File: config.mk
export PLATFORM = sky130hd
export DESIGN_NAME = adder_synchronous
export DESIGN_NICKNAME = d
export VERILOG_FILES = /design/src/rtl/adder_synchronous_pkg.sv /design/src/rtl/full_adder_bit.sv /design/src/rtl/adder_synchronous.sv
export SDC_FILE = /design/constraint.sdc
export NUM_CORES = 1
export LEC_CHECK = 0
export BUFFER_PORTS_ARGS = -buffer_cell sky130_fd_sc_hd__buf_2
export CORE_AREA = 2 2 39 41
export DETAILED_ROUTE_END_ITERATION = 10
export DIE_AREA = 0 0 41 43
export GPL_ROUTABILITY_DRIVEN = 0
export SYNTH_ARGS = -nofsm -noshare
export SYNTH_HDL_FRONTEND = slang
export SYNTH_HIERARCHICAL = 1
export SYNTH_SLANG_ARGS = --single-unit
export TNS_END_PERCENT = 1
File: constraint.sdc
create_clock -name Clk -period 0.8 [get_ports Clk]
set_input_delay 0.12 -clock Clk [delete_from_list [all_inputs] [get_ports Clk]]
set_output_delay 0.12 -clock Clk [all_outputs]
set_load 0.01 [all_outputs]
File: src/rtl/adder_synchronous_pkg.sv
// adder_synchronous_pkg: shared width defaults and result types for the registered adder.
package adder_synchronous_pkg;
   localparam int ADDER_DEFAULT_WIDTH = 2;
   typedef logic [ADDER_DEFAULT_WIDTH:0] result_t;
   function automatic int result_width(input int w);
      return w + 1;
   endfunction
endpackage

File: src/rtl/full_adder_bit.sv
// full_adder_bit: one-bit full adder cell for the ripple-carry chain.
module full_adder_bit (
   input  logic a,
   input  logic b,
   input  logic cin,
   output logic s,
   output logic cout
);
   assign s    = a ^ b ^ cin;
   assign cout = (a & b) | (cin & (a ^ b));
endmodule

File: src/rtl/adder_synchronous.sv
// adder_synchronous: registered unsigned adder, {Carry_reg,Sum_reg} <= A + B.
// Define ADDER_SYNCHRONOUS_INPUT_REG_EN to register the operands first (2-cycle latency).
module adder_synchronous
   import adder_synchronous_pkg::*;
#(
   parameter int WIDTH = ADDER_DEFAULT_WIDTH
) (
   input  logic             Clk,
   input  logic             Rst_n,
   input  logic [WIDTH-1:0] A,
   input  logic [WIDTH-1:0] B,
   output logic [WIDTH-1:0] Sum_reg,
   output logic             Carry_reg
);
   localparam int RW = result_width(WIDTH);
   logic [WIDTH-1:0] op_a, op_b, s;
   logic [WIDTH:0]   c;
   logic [RW-1:0]    res;
`ifdef ADDER_SYNCHRONOUS_INPUT_REG_EN
   logic [WIDTH-1:0] A_q, B_q;
   always_ff @(posedge Clk or negedge Rst_n)
      if (!Rst_n) begin
         A_q <= '0;
         B_q <= '0;
      end else begin
         A_q <= A;
         B_q <= B;
      end
   assign op_a = A_q;
   assign op_b = B_q;
`else
   assign op_a = A;
   assign op_b = B;
`endif
   assign c[0] = 1'b0;
   for (genvar i = 0; i < WIDTH; i++) begin : g_bit
      full_adder_bit u_fa (
         .a(op_a[i]),
         .b(op_b[i]),
         .cin(c[i]),
         .s(s[i]),
         .cout(c[i+1])
      );
   end
   assign res = {c[WIDTH], s};
   always_ff @(posedge Clk or negedge Rst_n)
      if (!Rst_n) {Carry_reg, Sum_reg} <= '0;
      else        {Carry_reg, Sum_reg} <= res;
endmodule

# Word level (Yosys, flattened, before mapping)
# Index checks and enable logic that the tools add are counted.
[word_totals]
register_bits = 3
in_bits = 6
output_inout_bits = 3
word_cells = 9
[op_classes]
n_bitwise = 7
[op_table]
columns = ["op", "n"]
rows = [
  ["$and 1x1->1", 3],
  ["$xor 1x1->1", 3],
  ["$or 1x1->1", 1],
]

# Depth between registers and ports, before layout
# Gate-level depths: netlist of run 1.
[depth]
depth_word = 3
depth_mapped = 2
depth_no_buf = 2

# Modules after synthesis
# Netlist of run 1, hierarchy kept.
[by_module_without_submodules]
columns = ["mod", "instances", "cells_per_inst", "area_per_inst_um2", "seq_area_each_um2"]
rows = [
  ["adder_synchronous", 1, 4, 78.8, 75.1],
  ["full_adder_bit", 2, 1, 20.0, 0.0],
]

# Worst setup path after synthesis of run 1
# Ideal clock, no wire load.
[synth_timing]
path_type = "input -> register"
startpoint = "input port A[0]"
endpoint = "register Sum_reg[1]"
setup_time_ns = 0.136
arrival_time_ns = 0.956
required_time_ns = 0.664
setup_slack_ns = -0.292
path_stages = 2
path_buffers = 0
cell_sequence = "fa_1 > fa_1"
[synth_between]
elab_chain_len = 2
[synth_lines]
columns = ["item", "line_no", "rtl"]
rows = [
  ["from (decl)", "adder_synchronous.sv:10", "input logic [WIDTH-1:0] A,"],
  ["$and 1x1->1", "full_adder_bit.sv:10", "assign cout = (a & b) | (cin & (a ^ b));"],
  ["$xor 1x1->1", "full_adder_bit.sv:9", "assign s = a ^ b ^ cin;"],
  ["named net res[1]", "adder_synchronous.sv:18", "logic [RW-1:0] res;"],
  ["to (signal assigned)", "adder_synchronous.sv:48", "else {Carry_reg, Sum_reg} <= res;"],
  ["to (decl)", "adder_synchronous.sv:12", "output logic [WIDTH-1:0] Sum_reg,"],
]
# The timed path passes the listed nets, and every way through them passes these cells.

# Worst setup path in the final report of run 1
[layout_timing]
startpoint = "input port B[0]"
endpoint = "register Sum_reg[1]"
[layout_between]
elab_chain_len = 2
[layout_lines]
columns = ["item", "line_no", "rtl"]
rows = [
  ["from (decl)", "adder_synchronous.sv:11", "input logic [WIDTH-1:0] B,"],
  ["$and 1x1->1", "full_adder_bit.sv:10", ""],
  ["named net c[1]", "adder_synchronous.sv:17", "logic [WIDTH:0] c;"],
  ["$xor 1x1->1", "full_adder_bit.sv:9", ""],
  ["named net res[1]", "adder_synchronous.sv:18", ""],
]
# The timed path passes the listed nets, and every way through them passes these cells.

==> results.toml, run 1 <==
[run_status]
status = "complete, but fails checks"
violations = "negative setup slack"

[synth]
synth_edf_count = 0
synth_area_leaders = "dfrtp_1 (63%), fa_1 (34%), conb_1 (3.2%)"
async_reset_ff_share_pct = 100.0
yosysSeqAreaShare_pct = 63.16
synthCells = 6
synth_top_flop_cell = "dfrtp_1"
ys_ff_latch = 3
synth_top_cell_area_share_pct = 63.16
netlist_area_um2 = 118.9
yosysWarnings = 6
synth_top_cell_by_area = "dfrtp_1"
syn_nets = 14
ys_types = 3
yosysMostFrequentCell = "dfrtp_1"
synth.avg_cell_area_um2 = 19.81
netlist_top_cells_count = "dfrtp_1 (3), fa_1 (2), conb_1 (1)"

[cells_and_area]
final_cells = 35
syn_to_final_growth_pct = 93.68
largest_reg_flops = 2
layout.nets = 28
fillers = 155
antennaDiodeCount = 0
drive_gt1_share_pct = 63.16

[power]
p_sw_uw = 124.1
ir_worst_vdd_mv = 0.4511
p_sw_share_pct = 23.47
pwr-share-comb_pct = 15.5
p_per_area_nw_per_um2 = 2297
total_leakage_power_nw = 0.1068
power.share.clock_pct = 50.8
intPower_uw = 404.6
seq_power_share_pct = 33.7

[clocking]
clock-root-buffer = "clkbuf_4"
h-tree-depth = 1
cts_buffers = 3
clock_path_buffers = 2
clk_pin_slew_ns = 0.04
cts_tree = "yes"
cts_sinks = 3

[die]
initial_core_util_pct = 8.590
die_w_um = 41
row_count = 14
die-area_um2 = 1763
ios = 9
core_um2 = 1384
dieHeight_um = 43

[worst_setup_path]
worst_setup_path_end_kind = "register"
cp_max_fo = 1
worstSetupPathType = "input port to register"
cp_data_required_time_ns = 0.90
critPathArrivalTime_ns = 1.00
cp-start-kind = "input port"

[sta]
rsz0062_at_grt = "true"
tns_ns = -0.2444
setup_violations = 5
max_freq_mhz = 1112
post-route-min-period_ns = 0.8993
drv_slew = 0
setup_slack_ns = -0.09934
fin_crit_sh_pct = 112.4
finalHoldViolations = 0

[detailed_routing]
drc_errors = 0
drt_wl_total_um = 261
vias = 95
drtIter0Drc = 0
postRouteAntennaNets = 0
routedWlPerCell_um = 7.457
vias_per_cell = 2.714
firstDrtPassIters = 1

[global_routing]
grt_pass1_vias = 91
grt_use_total_pct = 4.251
grt_max_degree = 4
grt_overflow = 0
grt_pass1_wl_um = 351
grt_antenna_before_repair = 0

[placement]
io_buffers = 8
place_inst = 30
dp_slack_ns = -0.3678

[run]
maxCapViolations = 0

[min_path]
hold_path.class = "input port to register"
[cells by family (layout without fill, tap and decap cells)]
kind of cell / count (synthesis) / in the layout / synth area share, %
DFF: 3 / 3 / 63.16
adders and majority gates: 2 / 2 / 33.69
buffers and inverters: 0 / 13 / 0
other: 1 / 1 / 3.155
[layer usage]
layer  global-route usage, %  vias to the layer above  part of all wire, %
met4                   10.00                        0                  8.8
met2                   2.813                       11                   35
met3                   3.665                        4                   28
li1                        -                       41                    -
met1                   3.630                       39                   28
met5                       0                        -                    0
[worst max-delay path: stages]
cell	delay, ns
buf_6	0.09
fa_2	0.35
fa_1	0.44
[power groups by stage]
stage                     registers, mW  clock network, mW  logic, mW
after floorplan                   0.193                  0     0.0131
after global placement            0.180                  0     0.0681
after detailed placement          0.179                  0     0.0726
after CTS                         0.177              0.285     0.0797
after global routing              0.181              0.287     0.0923
final                             0.178              0.269     0.0819
[worst paths after layout]
check / slack [ns] / cells after the start / to / from
setup / recovery: -0.1 / 3 / Sum_reg[1] / B[0]
hold / removal: 0.17 / 2 / Sum_reg[0] / B[0]
max in group asynchronous: 0.48 / 2 / Sum_reg[1] / Rst_n
min in group asynchronous: 0.22 / 2 / Carry_reg / Rst_n
[per-stage QoR]
step           instance area (µm²)  total power, mW  util, %  hold WS, ns
2_1_floorplan                121.4           0.2059        -      -0.1756
3_3_place_gp                 181.4           0.2477    13.11     -0.08391
3_5_place_dp                 181.4           0.2521    13.11     -0.08348
4_1_cts                      224.0           0.5418    16.18       0.1619
5_1_grt                      230.2           0.5596    16.64       0.1757
6_report                     230.2           0.5287    16.64       0.1677
[placed cells by master (no fill, tap or decap)]
cell type and count:
dlygate4sd3_1 1, fa_1 1, fa_2 1, buf_6 2
clkbuf_1 1, dfrtp_1 3, buf_2 6, conb_1 1
clkbuf_4 3
[layout make-up]
| type | instances | area (µm²) | share of cell area, % |
|---|---|---|---|
| Multi-Input combinational cell | 3 | 46.29 | 20.11 |
| Clock buffer | 4 | 26.28 | 11.41 |
| Tap cell | 16 | 20.02 | 8.696 |
| Timing Repair Buffer | 9 | 62.56 | 27.17 |
| Sequential cell | 3 | 75.07 | 32.61 |
[timing repair]
| action | 4_1_cts | 5_1_grt |
|---|---|---|
| hold endpoints to repair | 3 | 0 |
| gates resized for setup | 1 | 1 |
| buffers inserted | 0 | 0 |
| setup endpoints to repair | 5 | 5 |
| hold buffers | 1 | 0 |
Power figures use the tool's default switching activity.
==> run 2, diff against run 1 <==
- CELL_PAD_IN_SITES_DETAIL_PLACEMENT: default -> 0
- CELL_PAD_IN_SITES_GLOBAL_PLACEMENT: default -> 1
- PLACE_DENSITY_LB_ADDON: default -> 0.1
==> run 2 against run 1 <==
Effect of this change:
- the run still ends with negative setup slack left
- clock-buffer cell count unchanged
- first-iteration DRC count unchanged
- sequential cell count unchanged
- combinational power up 11%
- critical path depth unchanged
- global-route usage up 0.69 points
- power up 0.35%
- critical path type unchanged
- highest routed layer is now met3
==> results.toml, run 2 (synthesis results as in run 1) <==
[cells_and_area]
largest_reg_flops = 2
drive_gt1_share_pct = 63.16
fin_area_um2 = 236.5
layout.nets = 28
fillers = 157
syn_to_final_growth_pct = 98.95
layout_common_cells = "buf_2 (5), dfrtp_1 (3), clkbuf_4 (3), buf_6 (3)"
antennaDiodeCount = 0
final_common_cell = "buf_2"

[worst_setup_path]
critPathMaxStageDelay_ns = 0.43
cp-start-kind = "input port"
crit_start = "B[0]"
worstSetupPathType = "input port to register"
cp_data_required_time_ns = 0.90
critPathArrivalTime_ns = 0.99
worst_setup_path_end_kind = "register"
cp_max_fo = 1
crit_slowest_cell = "fa_1"
cp_cell_sequence = "buf_6, fa_2, fa_1"

[run]
maxCapViolations = 0

[die]
initial_core_util_pct = 8.590
row_count = 14
die_w_um = 41
ios = 9
dieHeight_um = 43
core_um2 = 1384
die-area_um2 = 1763

[placement]
place_area_um2 = 181.4
io_buffers = 8
dp_slack_ns = -0.3591
dp_hpwl_um = 207.1

[detailed_routing]
vias = 91
routedWlPerCell_um = 7.200
drc_errors = 0
drtIter0Drc = 0
vias_per_cell = 2.600
drt-met1-wl_um = 88
firstDrtPassIters = 1
met2_length_um = 107
drt_wl_total_um = 252
wl_met3_um = 56
route.top_layer_used = "met3"
postRouteAntennaNets = 0

[clocking]
h-tree-depth = 1
clock_path_buffers = 2
cts_sinks = 3
clk_pin_slew_ns = 0.03
cts_tree = "yes"
clock-root-buffer = "clkbuf_4"
cts_setup_buffers = 0
cts_buffers = 3

[sta]
rsz0062_at_grt = "true"
setup_slack_ns = -0.09494
max_freq_mhz = 1117
fin_hold_ws_ns = 0.1717
post-route-min-period_ns = 0.8949
setup_violations = 5
tns_ns = -0.2216
fin_crit_sh_pct = 111.9
finalHoldViolations = 0
drv_slew = 0

[global_routing]
grt_pass1_wl_um = 400
grt_pass1_vias = 105
grt_use_total_pct = 4.940
grt_overflow = 0
grt_antenna_before_repair = 0
grt_max_degree = 4

[power]
total_leakage_power_nw = 0.1090
p_per_area_nw_per_um2 = 2244
ir_worst_vdd_mv = 0.3084

[min_path]
worstHoldStart = "B[1]"
whs_endpoint = "Sum_reg[1]"
hold_path.class = "input port to register"
hold_depth = 2

[run_status]
violations = "negative setup slack"
status = "complete, but fails checks"
-- run 2: cell types whose count changed in the layout (fill, tap and decap cells not counted) --
cell	change
buf_2	-1
buf_6	+1
-- run 2: metrics by stage --
step	cells	util [%]	power, mW
after floorplan	6	-	0.2059
after CTS	35	16.18	0.5314
after global placement	30	13.11	0.2513
final	35	17.09	0.5306
after global routing	35	17.09	0.5903
after detailed placement	30	13.11	0.2514
-- run 2: worst max path at each step --
stage,to,slack [ns],depth (start not counted)
3_5_place_dp,Sum_reg[1],-0.36,3
6_report,Sum_reg[1],-0.09,3
3_3_place_gp,Sum_reg[1],-0.35,3
2_1_floorplan,Sum_reg[1],-0.21,2
5_1_grt,Sum_reg[1],-0.09,3
4_1_cts,Sum_reg[1],-0.09,3
-- run 2: routing by layer --
| metal | vias up | global-route usage (%) |
|---|---|---|
| met2 | 9 | 4.688 |
| met4 | 0 | 8.000 |
| met1 | 40 | 3.257 |
| met3 | 0 | 6.283 |
| met5 | - | 0 |
| li1 | 42 | - |
-- run 2: power breakdown --
part           total [mW]  switching [mW]  leakage [nW]  internal, mW
clock               0.258          0.0717        0.0150         0.186
combinational      0.0909          0.0368        0.0590        0.0541
sequential          0.181         0.00773        0.0350         0.174
-- run 2: critical path: cells and delay by family --
family	cells	cell delay (ns)
fa+ha+maj	2	0.77
buf+inv	1	0.09
-- run 2: layout make-up --
cell class | instances | area [µm²] | share of cell area (%)
repair buffers | 9 | 68.82 | 29.10
well taps | 16 | 20.02 | 8.466
flip-flops and latches | 3 | 75.07 | 31.75
multi-input cells | 3 | 46.29 | 19.58
clock buffers | 4 | 26.28 | 11.11
-- run 2: timing repair --
action,in CTS,in global routing
setup endpoints to repair,5,5
hold buffers,1,0
hold endpoints to repair,3,0
gates cloned,0,0
gates resized for setup,1,2
